[config.mk]
export PLATFORM = sky130hd
export DESIGN_NAME = line_buffer_ctrl
export DESIGN_NICKNAME = d
export VERILOG_FILES = /design/src/rtl/line_buffer_ctrl.sv
export SDC_FILE = /design/constraint.sdc
export NUM_CORES = 1
export LEC_CHECK = 0
export CORE_MARGIN = 2
export CORE_UTILIZATION = 60
export DETAILED_ROUTE_END_ITERATION = 8
export GPL_TIMING_DRIVEN = 0
export PLACE_DENSITY = 0.85
export RECOVER_POWER = 50
export SLEW_MARGIN = 10
export SYNTH_ARGS = -nofsm -noshare
export SYNTH_HDL_FRONTEND = slang
export SYNTH_SLANG_ARGS = --single-unit
[constraint.sdc]
create_clock -name i_clk -period 2.5 [get_ports i_clk]
set_input_delay 0.5 -clock i_clk [delete_from_list [all_inputs] [get_ports i_clk]]
set_output_delay 0.5 -clock i_clk [all_outputs]
set_load 0.02 [all_outputs]
[src/rtl/line_buffer_ctrl.sv]
// -----------------------------------------------------------------------------
// line_buffer_ctrl
//
// Sink-side sequencer for the two ping-pong line buffers that feed the
// deinterlacer source. It takes the Avalon-ST field stream, drops control
// packets, and writes each video line into buffer 0 or buffer 1 in turn.
// It raises full0/full1 to the source, frees a buffer when the source has read
// a whole line with empty_enable set, and raises ready_to_continue after each
// completed line until the source sends aver_sent.
//
// Optional feature macro: LBC_PKT_ERR_EN
//   When defined, the ports o_pkt_err (sticky) and o_err_cnt (8-bit, saturating)
//   are added. They flag video packets that end early and surplus beats after a
//   full field.
//
// Ports
//   i_clk                          system clock, rising edge
//   i_rst_n                        asynchronous reset, active low
//   i_din_data/valid/sop/eop       Avalon-ST sink
//   o_din_ready                    sink backpressure (combinational)
//   o_wr_req0/1, o_wr_data         write strobes and shared write data
//   i_rd_req0/1                    read strobes from the source
//   i_empty_enable0/1              release a buffer at the end of its read-out
//   o_full0/1                      buffer holds a complete line
//   o_ready_to_continue            a new line is buffered
//   i_aver_sent                    acknowledge of ready_to_continue
//   o_pkt_err, o_err_cnt           (LBC_PKT_ERR_EN only) malformed packet flags
// -----------------------------------------------------------------------------
module line_buffer_ctrl #(
  parameter int DATA_WIDTH  = 8,
  parameter int WIDTH       = 640,
  parameter int HALF_HEIGHT = 240
) (
  input  logic                  i_clk,
  input  logic                  i_rst_n,
  input  logic [DATA_WIDTH-1:0] i_din_data,
  input  logic                  i_din_valid,
  input  logic                  i_din_startofpacket,
  input  logic                  i_din_endofpacket,
  output logic                  o_din_ready,
  output logic                  o_wr_req0,
  output logic                  o_wr_req1,
  output logic [DATA_WIDTH-1:0] o_wr_data,
  input  logic                  i_rd_req0,
  input  logic                  i_rd_req1,
  input  logic                  i_empty_enable0,
  input  logic                  i_empty_enable1,
  output logic                  o_full0,
  output logic                  o_full1,
  output logic                  o_ready_to_continue,
`ifdef LBC_PKT_ERR_EN
  output logic                  o_pkt_err,
  output logic [7:0]            o_err_cnt,
`endif
  input  logic                  i_aver_sent
);

  localparam int PXW = (WIDTH > 1) ? $clog2(WIDTH) : 1;
  localparam int LNW = $clog2(HALF_HEIGHT + 1);
  localparam logic [PXW-1:0] PX_LAST = PXW'(WIDTH - 1);
  localparam logic [LNW-1:0] LN_LAST = LNW'(HALF_HEIGHT - 1);

  typedef enum logic [1:0] {S_IDLE, S_CTRL, S_VIDEO, S_DRAIN} pkt_state_t;
  typedef enum logic [1:0] {B_EMPTY, B_FILL, B_FULL} buf_state_t;

  pkt_state_t     r_state;
  logic           r_wr_sel;
  logic [PXW-1:0] r_px_cnt;
  logic [LNW-1:0] r_line_cnt;
  logic           r_line_done_d;
  logic           r_rtc;

  logic [1:0]     w_full;
  logic [1:0]     w_wr_req;
  logic [1:0]     w_rd_req;
  logic [1:0]     w_empty_en;
  logic           w_din_ready;
  logic           w_accept;
  logic           w_wr_en;
  logic           w_line_done;

  // Outputs are forced low while reset is held, including the combinational ones.
  assign w_din_ready = i_rst_n & ((r_state != S_VIDEO) | ~w_full[r_wr_sel]);
  assign w_accept    = i_din_valid & w_din_ready;
  assign w_wr_en     = w_accept & (r_state == S_VIDEO);
  assign w_line_done = w_wr_en & (r_px_cnt == PX_LAST);

  assign w_rd_req    = {i_rd_req1, i_rd_req0};
  assign w_empty_en  = {i_empty_enable1, i_empty_enable0};

  assign o_din_ready         = w_din_ready;
  assign o_wr_req0           = w_wr_req[0];
  assign o_wr_req1           = w_wr_req[1];
  assign o_wr_data           = i_rst_n ? i_din_data : '0;
  assign o_full0             = w_full[0];
  assign o_full1             = w_full[1];
  assign o_ready_to_continue = r_rtc;

  // Per-buffer EMPTY -> FILL -> FULL -> EMPTY tracking and read-out counting.
  // Each buffer updates independently, so a write completing on one buffer and
  // a release on the other are both honoured in the same cycle.
  generate
    for (genvar gi = 0; gi < 2; gi++) begin : g_buf
      buf_state_t     r_buf_state;
      logic [PXW-1:0] r_rd_cnt;

      assign w_wr_req[gi] = w_wr_en & (r_wr_sel == 1'(gi));
      assign w_full[gi]   = (r_buf_state == B_FULL);

      always_ff @(posedge i_clk or negedge i_rst_n) begin
        if (!i_rst_n) begin
          r_buf_state <= B_EMPTY;
          r_rd_cnt    <= '0;
        end else begin
          case (r_buf_state)
            B_EMPTY: if (w_wr_req[gi]) r_buf_state <= w_line_done ? B_FULL : B_FILL;
            B_FILL:  if (w_wr_req[gi] && w_line_done) r_buf_state <= B_FULL;
            B_FULL: begin
              if (w_rd_req[gi]) begin
                if (r_rd_cnt == PX_LAST) begin
                  r_rd_cnt <= '0;
                  // Without empty_enable the line is kept for the interpolated line.
                  if (w_empty_en[gi]) r_buf_state <= B_EMPTY;
                end else begin
                  r_rd_cnt <= r_rd_cnt + 1'b1;
                end
              end
            end
            default: r_buf_state <= B_EMPTY;
          endcase
        end
      end
    end
  endgenerate

  // Packet sequencer, pixel/line counters and ready_to_continue.
  always_ff @(posedge i_clk or negedge i_rst_n) begin
    if (!i_rst_n) begin
      r_state       <= S_IDLE;
      r_wr_sel      <= 1'b0;
      r_px_cnt      <= '0;
      r_line_cnt    <= '0;
      r_line_done_d <= 1'b0;
      r_rtc         <= 1'b0;
    end else begin
      r_line_done_d <= w_line_done;

      case (r_state)
        S_IDLE: begin
          // Single-beat packets (SOP with EOP) carry no payload and leave us in IDLE.
          if (w_accept && i_din_startofpacket && !i_din_endofpacket) begin
            if (i_din_data[3:0] == 4'hF) begin
              r_state <= S_CTRL;
            end else if (i_din_data[3:0] == 4'h0) begin
              r_state    <= S_VIDEO;
              r_px_cnt   <= '0;
              r_line_cnt <= '0;
              r_wr_sel   <= 1'b0;
            end
          end
        end
        S_CTRL: if (w_accept && i_din_endofpacket) r_state <= S_IDLE;
        S_VIDEO: begin
          if (w_wr_en) begin
            if (w_line_done) begin
              r_px_cnt   <= '0;
              r_line_cnt <= r_line_cnt + 1'b1;
              r_wr_sel   <= ~r_wr_sel;
            end else begin
              r_px_cnt <= r_px_cnt + 1'b1;
            end
            // An EOP already consumed here means there is nothing left to drain.
            if (i_din_endofpacket)                          r_state <= S_IDLE;
            else if (w_line_done && r_line_cnt == LN_LAST)  r_state <= S_DRAIN;
          end
        end
        S_DRAIN: if (w_accept && i_din_endofpacket) r_state <= S_IDLE;
        default: r_state <= S_IDLE;
      endcase

      // Field completion always coincides with a buffer going FULL, so the
      // delayed line-done pulse covers both set causes. Set beats acknowledge.
      if (r_line_done_d)    r_rtc <= 1'b1;
      else if (i_aver_sent) r_rtc <= 1'b0;
    end
  end

`ifdef LBC_PKT_ERR_EN
  logic r_drain_seen;
  logic w_err_event;

  // Early EOP: the line is not complete, or lines remain in the field.
  // Surplus beats after a full field are counted once per drain.
  assign w_err_event = (w_wr_en && i_din_endofpacket &&
                        (!w_line_done || (r_line_cnt < LN_LAST))) ||
                       (r_state == S_DRAIN && w_accept && !r_drain_seen);

  always_ff @(posedge i_clk or negedge i_rst_n) begin
    if (!i_rst_n) begin
      o_pkt_err    <= 1'b0;
      o_err_cnt    <= '0;
      r_drain_seen <= 1'b0;
    end else begin
      if (r_state != S_DRAIN)                   r_drain_seen <= 1'b0;
      else if (w_accept)                        r_drain_seen <= 1'b1;
      if (w_err_event) begin
        o_pkt_err <= 1'b1;
        if (o_err_cnt != 8'hFF) o_err_cnt <= o_err_cnt + 1'b1;
      end
    end
  end
`endif

endmodule

; ---- Word-level counts from Yosys, hierarchy flattened
; Index checks and enable logic that the tools add are counted.
[totals]
in_bits = 18
word_cells = 122
out_inout_bits = 14
reg_bits = 47
[op_classes]
n_eq_ne = 31
magnitude_cmp = 1
n_addsub = 4
n_mux = 46
bitwise = 9
n_reduce_logical = 21
[op_table]
columns = op, count
row1 = 10-bit 2-to-1 mux, 7
row2 = 8-bit 2-to-1 mux, 6
row3 = 2-bit 2-to-1 mux, 18
row4 = 10-bit by 1-bit adder with 10-bit output (second input constant), 3
row5 = 10-bit == test (second input constant), 3
row6 = 2-bit inequality test (second input constant), 14
row7 = 10-bit one-hot mux with 2 select lines, 1
row8 = 5-bit AND reduction, 4
row9 = 2-bit one-hot mux with 3 select lines, 3
row10 = 8-bit one-hot mux with 2 select lines, 1
row11 = 1-bit 2-to-1 mux, 9
row12 = 8-bit by 1-bit adder with 8-bit output (second input constant), 1
row13 = 2-bit == test (second input constant), 4
row14 = 8-bit == test (second input constant), 1
row15 = 1-bit AND, 6
row16 = 2-bit by 1-bit == test with 1-bit output (second input constant), 3
row17 = 1-bit logical AND, 6
row18 = 2-bit zero test, 3
row19 = 2-bit by 1-bit inequality test with 1-bit output (second input constant), 3
row20 = 6-bit AND reduction, 1
row21 = 4-bit == test (second input constant), 1
row22 = 4-bit zero test, 1
row23 = 2-bit AND reduction, 2
row24 = 2-bit nonzero test, 2
row25 = other kinds (8), 9

; ---- Longest topological paths before layout
; Gate-level depths: netlist of run 1.
[logic_depth]
word_depth = 14
mapped_depth = 7
depth_no_buf = 6

; ---- Worst setup path after synthesis of run 1
; Ideal clock, no wire load.
[synth_path]
path_type = input -> output
startpoint = input port i_din_valid
endpoint = output port o_wr_req0
arrival_time_ns = 1.453
cell_stages = 4
path_buffers = 1
t_required_ns = 2.000
path_slack_ns = 0.547
path_cell_list = and2_1 > clkbuf_1 > nand2_1 > nor3_1
[synth_between]
elab_chain_len = 3
[synth_lines]
columns = element, line_no
row1 = start: declaration, 37  ; input logic i_din_valid,
row2 = 1-bit AND, 84  ; assign w_accept = i_din_valid & w_din_ready;
row3 = 1-bit AND, 85  ; assign w_wr_en = w_accept & (r_state == S_VIDEO);
row4 = 1-bit AND, 107  ; assign w_wr_req[gi] = w_wr_en & (r_wr_sel == 1'(gi));
row5 = end: declaration, 41  ; output logic o_wr_req0,
; Every way passes these cells.

; ---- Worst setup path after layout of run 1
; Same ends and word-level chain as after synthesis.

==> reports/results.tsv, run 1 <==
metric	value	unit
status	complete, but fails checks	
violations	capacitance limit, slew limit	
syn_area_per_cell	9.37	um2
pwr-share-clk	24.5	%
via_per_inst	5.93	
ys.flop_type	dfrtp_1	
comb_power_share	28.3	%
synth-edff-count	0	
finalSetupTns	0	ns
power	2.01	mW
internal-power	1.32	mW
ys_types	58	
finalSetupViolations	0	
yosysWarnings	0	
path_cells	clkdlybuf4s50_1, and2_2, nand2_1, nor3_1, dlygate4sd2_1	
netlist_instances	282	
gp_congestion	0.819	
clock_path_buffers	2	
drtPass1Iterations	4	
hold_ws	0.0252	ns
ff2ff_setup_slack	0.57	ns
num-nets-final	343	
async_flop_share	100	%
root_buffer	clkbuf_8	
finalNonFillerCells	374	
hold_viol	0	
area_growth	18.8	%
critPathMaxStageDelay	0.49	ns
drc	0	
drtIter0Drc	108	
relSlewSlack	-23.6	%
htreeDepth	2	
dp.cells	366	
cts_tree	built	
grtUsageTotal	23.2	%
pwr-share-seq	47.2	%
clk_latency	0.30	ns
final_util	73.1	%
yosysSeqAreaShare	44.5	%
reg2reg_to	r_px_cnt[3]$_DFFE_PN0P_	
cap_violations	1	
drt_wl_total	5420	um
cp-start-kind	primary input	
grt_pass1_vias	2213	
die_h	70.4	um
crit_required	2.00	ns
fmax	411	MHz
slew_violations	36	
synth_top_area_cell	dfrtp_1	
synth_top_area_share	44.5	%
post-place-ws	-0.414	ns
dp_hpwl	3950	um
peakVddDrop	0.000406	V
critPathMaxFanout	6	
worstMarginPinSlew	1.85	ns
design_area	3140	um2
swShare	34.4	%
synthTopCellsByArea	dfrtp_1, nand2_1, nor2_1	
antenna_cells	0	
worst-setup-path-type	in -> out	
cp_slowest_cell	clkdlybuf4s50_1	
port_buffers	31	
setup_ws	0.0646	ns
grt_max_degree	36	
holdCritPathClass	in -> async	
die_x	70.4	um
wire_per_inst	14.5	um
hold_buffers	0	
clkSlewWorstSetupHoldPaths	0.09	ns
path_depth	5	
cts_sinks	47	
grt_pass1_wl	9400	um
rows	24	
critPathCaptureType	output pin	
start_util	61.5	%
grt_overflow	0	
finalCriticalPeriod	2.44	ns
rsz0062_at_grt	false	
crit_family	buffers and inverters	
antenna_found_initial	0	
io_pins	32	
power_density	641	nW/um2
r2r_cells	6	
r2r_start	g_buf[0].r_buf_state[0]$_DFFE_PN0P_	
switching_power	0.691	mW
cp.buffers_inverters	2	
synth_nets	304	
syn_area	2640	um2
via_count	2219	
p_leak	1.34	nW
die_area	4950	um2
cp.arrival	1.94	ns
drive_gt1_share	10.9	%
synth-seq-cells	47	
fin_crit_sh	97.4	%
cts_made_buffers	5	
placed_area	3030	um2
skew	0.00404	ns
coreArea	4290	um2
ant_nets	0	
worst register-to-register path, stage by stage (launching register included):
cell     delay (ns)
dfrtp_1        0.40
and2b_1        0.41
mux2i_4        0.12
buf_4          0.19
a31oi_4        0.33
nand3_4        0.15
o31ai_1        0.24
per-layer routing:
| metal | routed length, um | GRT usage, % | vias up |
|---|---|---|---|
| met4 | 135 | 9.83 | 0 |
| li1 | - | - | 1096 |
| met5 | 0 | 0 | - |
| met2 | 2630 | 39.3 | 68 |
| met1 | 2420 | 28.8 | 1040 |
| met3 | 223 | 4.62 | 15 |
kinds of logic (layout without fill, tap and decap cells):
kind of cell / after synthesis / in the layout / synth area share [%]
XOR/XNOR: 14 / 14 / 4.64
multiplexers: 3 / 3 / 1.66
AND/OR/NAND/NOR: 139 / 139 / 28.7
adder cells (fa/ha/maj): 4 / 4 / 1.89
flip-flops: 47 / 47 / 44.5
AO/OA/AOI/OAI: 62 / 62 / 16.0
buffers and inverters: 13 / 53 / 2.60
timing repair:
item | CTS | global route
resized for setup | 8 | 2
setup endpoints to repair | 3 | 2
setup buffers | 1 | 0
cell usage after synthesis, drive strengths merged, types with 3 or more instances:
cell type,number
or4,3
or3,4
inv,5
o21ai,15
nand2b,4
nor3,11
nand3,13
and3,7
a21oi,17
a21o,3
xnor2,10
and4,3
xor2,4
nand2,32
nand4,9
and2,10
o31ai,8
buf,6
o21a,3
ha,4
nor2,32
dfrtp,47
worst max-delay path by stage:
stage | start | to | slack (ns)
after floorplan | i_din_valid | o_wr_req0 | 0.55
after global placement | i_rst_n | o_wr_req1 | -2.32
after detailed placement | i_rst_n | o_wr_req1 | -0.41
after CTS | i_rst_n | o_wr_req1 | 0.08
after global routing | i_din_valid | o_wr_req0 | 0.004
final | i_din_valid | o_wr_req0 | 0.06
cell usage in the layout (no fill, tap or decap), types with 6 or more instances in the layout:
cell and count:
o31ai_1 7, and2_1 7, clkdlybuf4s50_1 25, xnor2_1 10, nor2_1 30, and3_1 7
clkbuf_8 6, nor3_1 9, nand3_1 12, dfrtp_1 47, nand2_1 31, nand4_1 9
a21oi_1 17, o21ai_1 13
power by group through the flow:
stage	Clock [mW]	Sequential (mW)	Combinational (mW)
after floorplan	0	0.934	0.412
after global placement	0	0.956	0.540
after detailed placement	0	0.956	0.557
after CTS	0.500	0.944	0.569
after global routing	0.525	0.963	0.627
final	0.493	0.950	0.569
area by class of cell:
| type | count | area (um2) |
|---|---|---|
| Fill cell | 312 | 1160 |
| Clock buffer | 6 | 82.6 |
| Inverter | 5 | 18.8 |
| Timing Repair Buffer | 33 | 315 |
| Tap cell | 52 | 65.1 |
| Multi-Input combinational cell | 222 | 1420 |
| Sequential cell | 47 | 1180 |
| Buffer | 7 | 48.8 |
| Clock inverter | 2 | 16.3 |
flip-flops by register name, summed over array words and instances, names as in the netlist:
name	cells
g_buf.r_buf_state	4
g_buf.r_rd_cnt	20
o_ready_to_continue	1
r_line_cnt	8
r_line_done_d	1
r_px_cnt	10
r_state	2
r_wr_sel	1
Power figures use the tool's default switching activity.
==> run 2: changes to the inputs <==
--- a/config.mk
+++ b/config.mk
@@ -8,7 +8,6 @@
 export CORE_MARGIN = 2
 export CORE_UTILIZATION = 60
 export DETAILED_ROUTE_END_ITERATION = 8
-export GPL_TIMING_DRIVEN = 0
 export PLACE_DENSITY = 0.85
 export RECOVER_POWER = 50
 export SLEW_MARGIN = 10
==> reports/results.tsv, run 2 (synthesized netlist as in run 1, its figures left out) <==
metric	value	unit	change
wire_per_inst	14.8	um	+2.5%
gr-usage-met1	30.5	%	+1.7 points
grt_max_degree	45		+25%
cts_tree	built		
num-nets-final	346		+0.87%
htreeDepth	2		unchanged
status	complete, no violations		
layout_commonest_cell	dfrtp_1		
cp-start-kind	primary input		
cts_made_buffers	5		unchanged
grt_pass1_vias	2234		+0.95%
via_per_inst	5.93		about the same
rows	24		unchanged
reg2reg_to	r_line_cnt[7]$_DFFE_PN0P_		
use_met3	5.63	%	+1.0 points
die_x	70.4	um	unchanged
drt_wl_total	5590	um	+3.3%
root_buffer	clkbuf_8		
pwr-share-seq	47.0	%	-0.2 points
clock_path_buffers	2		unchanged
final_cell_mix	dfrtp_1, nand2_1, nor2_1, clkdlybuf4s50_1, a21oi_1		
crit_required	2.00	ns	about the same
worst-setup-path-type	in -> out		
antenna_cells	0		unchanged
drtPass1Iterations	4		unchanged
final_util	73.3	%	+0.26 points
top_regs	g_buf.r_rd_cnt x20, r_px_cnt x10, r_line_cnt x8		
antenna_found_initial	0		unchanged
r2r_start	r_px_cnt[0]$_DFFE_PN0P_		
start_util	61.5	%	unchanged
coreArea	4290	um2	unchanged
switching_power	0.694	mW	+0.42%
r2r_cells	5		-1
finalSetupViolations	0		unchanged
drtIter0Drc	122		+13%
drc	0		unchanged
cp.arrival	1.81	ns	-0.13 ns
internal-power	1.33	mW	+0.72%
critPathCaptureType	output pin		
swShare	34.3	%	-0.067 points
worstMarginPinSlew	1.08	ns	-0.774 ns
skew	0.00384	ns	-0.000203 ns
fmax	432	MHz	+5.3%
holdCritPathClass	in -> async		
cp_slowest_cell	clkdlybuf4s50_1		
pwr-share-clk	24.4	%	about the same
cts_sinks	47		unchanged
finalCriticalPeriod	2.31	ns	-0.123 ns
fin_crit_sh	92.5	%	-4.9 points
area_growth	19.2	%	
largest_register_ffs	20		unchanged
grtUsageTotal	24.1	%	+0.90 points
hold_viol	0		unchanged
grt_overflow	0		unchanged
path_cells	clkdlybuf4s50_1, and2_1, nand2_1, nor3_1, dlygate4sd2_1		
drive_gt1_share	10.5	%	-0.41 points
gp_congestion	0.822		+0.42%
via_count	2236		+0.77%
met2_usage	40.5	%	+1.2 points
ant_nets	0		unchanged
rsz0062_at_grt	false		
clk_latency	0.30	ns	about the same
critPathMaxFanout	2		-4
hold_ws	0.244	ns	+0.218 ns
grt_pass1_wl	9650	um	+2.6%
die_h	70.4	um	unchanged
p_leak	1.35	nW	+1.1%
power	2.02	mW	+0.62%
die_area	4950	um2	unchanged
slew_violations	0		-100%
relSlewSlack	28.0	%	+52 points
critPathMaxStageDelay	0.49	ns	about the same
io_pins	32		unchanged
ff2ff_setup_slack	0.36	ns	-0.21 ns
peakVddDrop	0.000482	V	+19%
comb_power_share	28.6	%	+0.3 points
port_buffers	31		unchanged
grt.busiest_layer	met2		
clkSlewWorstSetupHoldPaths	0.09	ns	about the same
dp_hpwl	4100	um	+3.6%
power_density	643	nW/um2	+0.26%
regMostFlops	g_buf.r_rd_cnt		
cap_violations	0		-1
## run 2: per-layer routing
metal | wire length, um | vias to the layer above
met5 | 0 | -
met4 | 74 | 0
met3 | 196 | 7
met2 | 2710 | 55
met1 | 2610 | 1071
li1 | - | 1103
## run 2: timing repair
action                                 CTS  global route
endpoints found under the hold margin    1             0
hold buffers                             1             0
setup buffers                            0             0
resized for setup                        2             2
setup endpoints to repair                2             1
## run 2: area by class of cell
type                            instances  area [um2]
Clock inverter                          2        16.3
Timing Repair Buffer                   43         392
Tap cell                               52        65.1
Multi-Input combinational cell        222        1400
Sequential cell                        47        1180
Clock buffer                            6        82.6
Inverter                                5        18.8
Fill cell                             329        1140
## run 2: worst max-delay path by stage
| stage | to | cells past startpoint | slack, ns | startpoint |
|---|---|---|---|---|
| floorplan | o_wr_req0 | 4 | 0.55 | i_din_valid |
| global placement | o_wr_req0 | 5 | -0.1 | i_din_valid |
| detailed placement | o_wr_req0 | 5 | -0.09 | i_din_valid |
| CTS | o_din_ready | 4 | 0.05 | g_buf[1].r_buf_state[0]$_DFFE_PN0P_ |
| global route | o_wr_req0 | 5 | 0.08 | i_din_valid |
| finish | o_wr_req0 | 5 | 0.19 | i_din_valid |
## run 2: per-stage QoR
step                      instance area (um2)  instances  TNS, ns  setup slack, ns
after detailed placement                 3050        368   -0.146          -0.0853
final                                    3150        377        0            0.187
after global placement                   3050        368   -0.163           -0.100
after floorplan                          2640        282        0            0.547
after global routing                     3150        377        0           0.0831
after CTS                                3150        377        0           0.0540
## run 2: power groups by stage
stage                     logic (mW)  registers, mW  clock network (mW)
after global placement         0.561          0.958                   0
final                          0.578          0.952               0.494
after detailed placement       0.583          0.961                   0
after global routing           0.641          0.969               0.529
after CTS                      0.583          0.948               0.501
after floorplan                0.412          0.934                   0
## run 2: critical path, delay by kind of cell
family                 cells  cell delay, ns
buffers and inverters      2            0.85
AND/OR/NAND/NOR            3            0.45
==> run 3: changes to the inputs <==
--- a/config.mk
+++ b/config.mk
@@ -6,9 +6,8 @@
 export NUM_CORES = 1
 export LEC_CHECK = 0
 export CORE_MARGIN = 2
-export CORE_UTILIZATION = 60
+export CORE_UTILIZATION = 25
 export DETAILED_ROUTE_END_ITERATION = 8
-export PLACE_DENSITY = 0.85
 export RECOVER_POWER = 50
 export SLEW_MARGIN = 10
 export SYNTH_ARGS = -nofsm -noshare
==> reports/results.tsv, run 3 (synthesized netlist as in run 1, its figures left out) <==
metric	value	unit	change
worst-setup-path-type	reg -> out		
grt_overflow	0		unchanged
power_density	604	nW/um2	-5.9%
finalCriticalPeriod	2.32	ns	+0.00483 ns
drive_gt1_share	10.7	%	+0.24 points
fin_crit_sh	92.7	%	+0.19 points
dp_hpwl	4400	um	+7.4%
critPathMaxFanout	4		+2
clock_path_buffers	2		unchanged
holdCritPathClass	in -> async		
grt_max_degree	31		-31%
layout_commonest_cell	dfrtp_1		
start_util	25.7	%	-36 points
die_x	107	um	+52%
finalSetupTns	0	ns	unchanged
pwr-share-clk	23.2	%	-1.2 points
cap_violations	0		unchanged
reg2reg_to	r_line_cnt[0]$_DFFE_PN0P_		
ff2ff_setup_slack	0.40	ns	+0.04 ns
grt_pass1_vias	2088		-6.5%
critPathCaptureType	output pin		
io_pins	32		unchanged
via_count	2158		-3.5%
cp-start-kind	flop		
clkSlewWorstSetupHoldPaths	0.09	ns	about the same
largest_register_ffs	20		unchanged
hold_ws	0.280	ns	+0.0367 ns
drc	0		unchanged
via_per_inst	4.66		-21%
use_met3	2.07	%	-3.6 points
crit_required	2.00	ns	about the same
die_area	11400	um2	+130%
peakVddDrop	0.000249	V	-48%
slew_violations	0		unchanged
num-nets-final	348		+0.58%
ant_nets	0		unchanged
pwr-share-seq	48.2	%	+1.2 points
clk_latency	0.30	ns	about the same
htreeDepth	2		unchanged
wire_per_inst	12.1	um	-18%
met2_usage	17.5	%	-23 points
switching_power	0.673	mW	-3.1%
relSlewSlack	43.6	%	+16 points
top_regs	g_buf.r_rd_cnt x20, r_px_cnt x10, r_line_cnt x8		
hold_viol	0		unchanged
fmax	432	MHz	-0.21%
rows	37		+54%
comb_power_share	28.5	%	about the same
cts_sinks	47		unchanged
grt_pass1_wl	9930	um	+2.9%
root_buffer	clkbuf_8		
skew	0.00657	ns	+0.00274 ns
p_leak	1.36	nW	+0.30%
final_util	31.7	%	-42 points
status	complete, no violations		
drtIter0Drc	96		-21%
worstMarginPinSlew	0.846	ns	-0.234 ns
rsz0062_at_grt	false		
coreArea	10300	um2	+140%
gp_congestion	0.767		-6.6%
r2r_start	g_buf[1].r_buf_state[0]$_DFFE_PN0P_		
gr-usage-met1	14.4	%	-16 points
finalSetupViolations	0		unchanged
antenna_found_initial	0		unchanged
cp.arrival	1.82	ns	about the same
drtPass1Iterations	4		unchanged
antenna_cells	0		unchanged
r2r_cells	6		+1
grtUsageTotal	10.7	%	-13 points
die_h	107	um	+52%
final_cell_mix	dfrtp_1, nand2_1, nor2_1, clkdlybuf4s50_1, a21oi_1		
swShare	34.2	%	-0.11 points
regMostFlops	g_buf.r_rd_cnt		
drt_wl_total	5600	um	+0.18%
grt.busiest_layer	met2		
area_growth	23.2	%	
port_buffers	31		unchanged
cts_made_buffers	5		unchanged
cts_tree	built		
internal-power	1.29	mW	-2.6%
## run 3: cell count changes in the layout (fill, tap and decap cells not counted)
cell           change
buf_4              +3
clkbuf_1           +1
clkbuf_2           -1
clkbuf_8           -1
clkinv_2           +1
clkinv_4           -1
clkinvlp_4         +1
dfrtp_1            +1
dfrtp_2            -1
dlygate4sd3_1      -1
## run 3: cell type report
cell class              count  area [um2]
multi-input cells         222        1400
well taps                 136         170
clock buffers               5        68.8
clock inverters             3        20.0
flip-flops and latches     47        1180
fillers                  1088        7020
inverters                   5        18.8
repair buffers             45         403
## run 3: power groups by stage
stage | clock, mW | combinational (mW) | sequential (mW)
after floorplan | 0 | 0.412 | 0.934
after CTS | 0.480 | 0.573 | 0.946
after global placement | 0 | 0.565 | 0.961
after detailed placement | 0 | 0.576 | 0.958
final | 0.457 | 0.562 | 0.949
after global routing | 0.519 | 0.632 | 0.968
## run 3: critical path, cell delays in order (launching register included)
cell	delay, ns
dfrtp_1	0.41
and2b_1	0.32
buf_4	0.18
clkdlybuf4s50_1	0.60
## run 3: what timing repair did
item	in CTS	in global routing
hold buffers	0	0
resized for setup	2	1
setup endpoints to repair	2	1
setup buffers	0	0
## run 3: stage by stage
stage	setup WS, ns	std cells	power [mW]	cell area, um2
after global routing	0.0831	463	2.12	3250
after detailed placement	-0.0451	455	1.53	3170
after global placement	-0.0694	455	1.53	3170
after CTS	0.0120	463	2.00	3260
final	0.183	463	1.97	3250
after floorplan	0.547	282	1.35	2640
## run 3: how the worst max path moves through the flow
stage                                         from          end  cells past startpoint
2_1_floorplan                          i_din_valid    o_wr_req0                      4
3_3_place_gp                           i_din_valid    o_wr_req0                      5
3_5_place_dp                           i_din_valid    o_wr_req1                      4
4_1_cts        g_buf[0].r_buf_state[1]$_DFFE_PN0P_  o_din_ready                      4
5_1_grt        g_buf[1].r_buf_state[0]$_DFFE_PN0P_      o_full1                      3
6_report       g_buf[1].r_buf_state[0]$_DFFE_PN0P_      o_full1                      3
## run 3: layer usage
| metal | share of wire, % | wire length [um] | vias to the layer above |
|---|---|---|---|
| met5 | 0 | 0 | - |
| li1 | - | - | 1106 |
| met3 | 2.8 | 155 | 7 |
| met2 | 48 | 2690 | 28 |
| met1 | 48 | 2680 | 1017 |
| met4 | 1.4 | 78 | 0 |
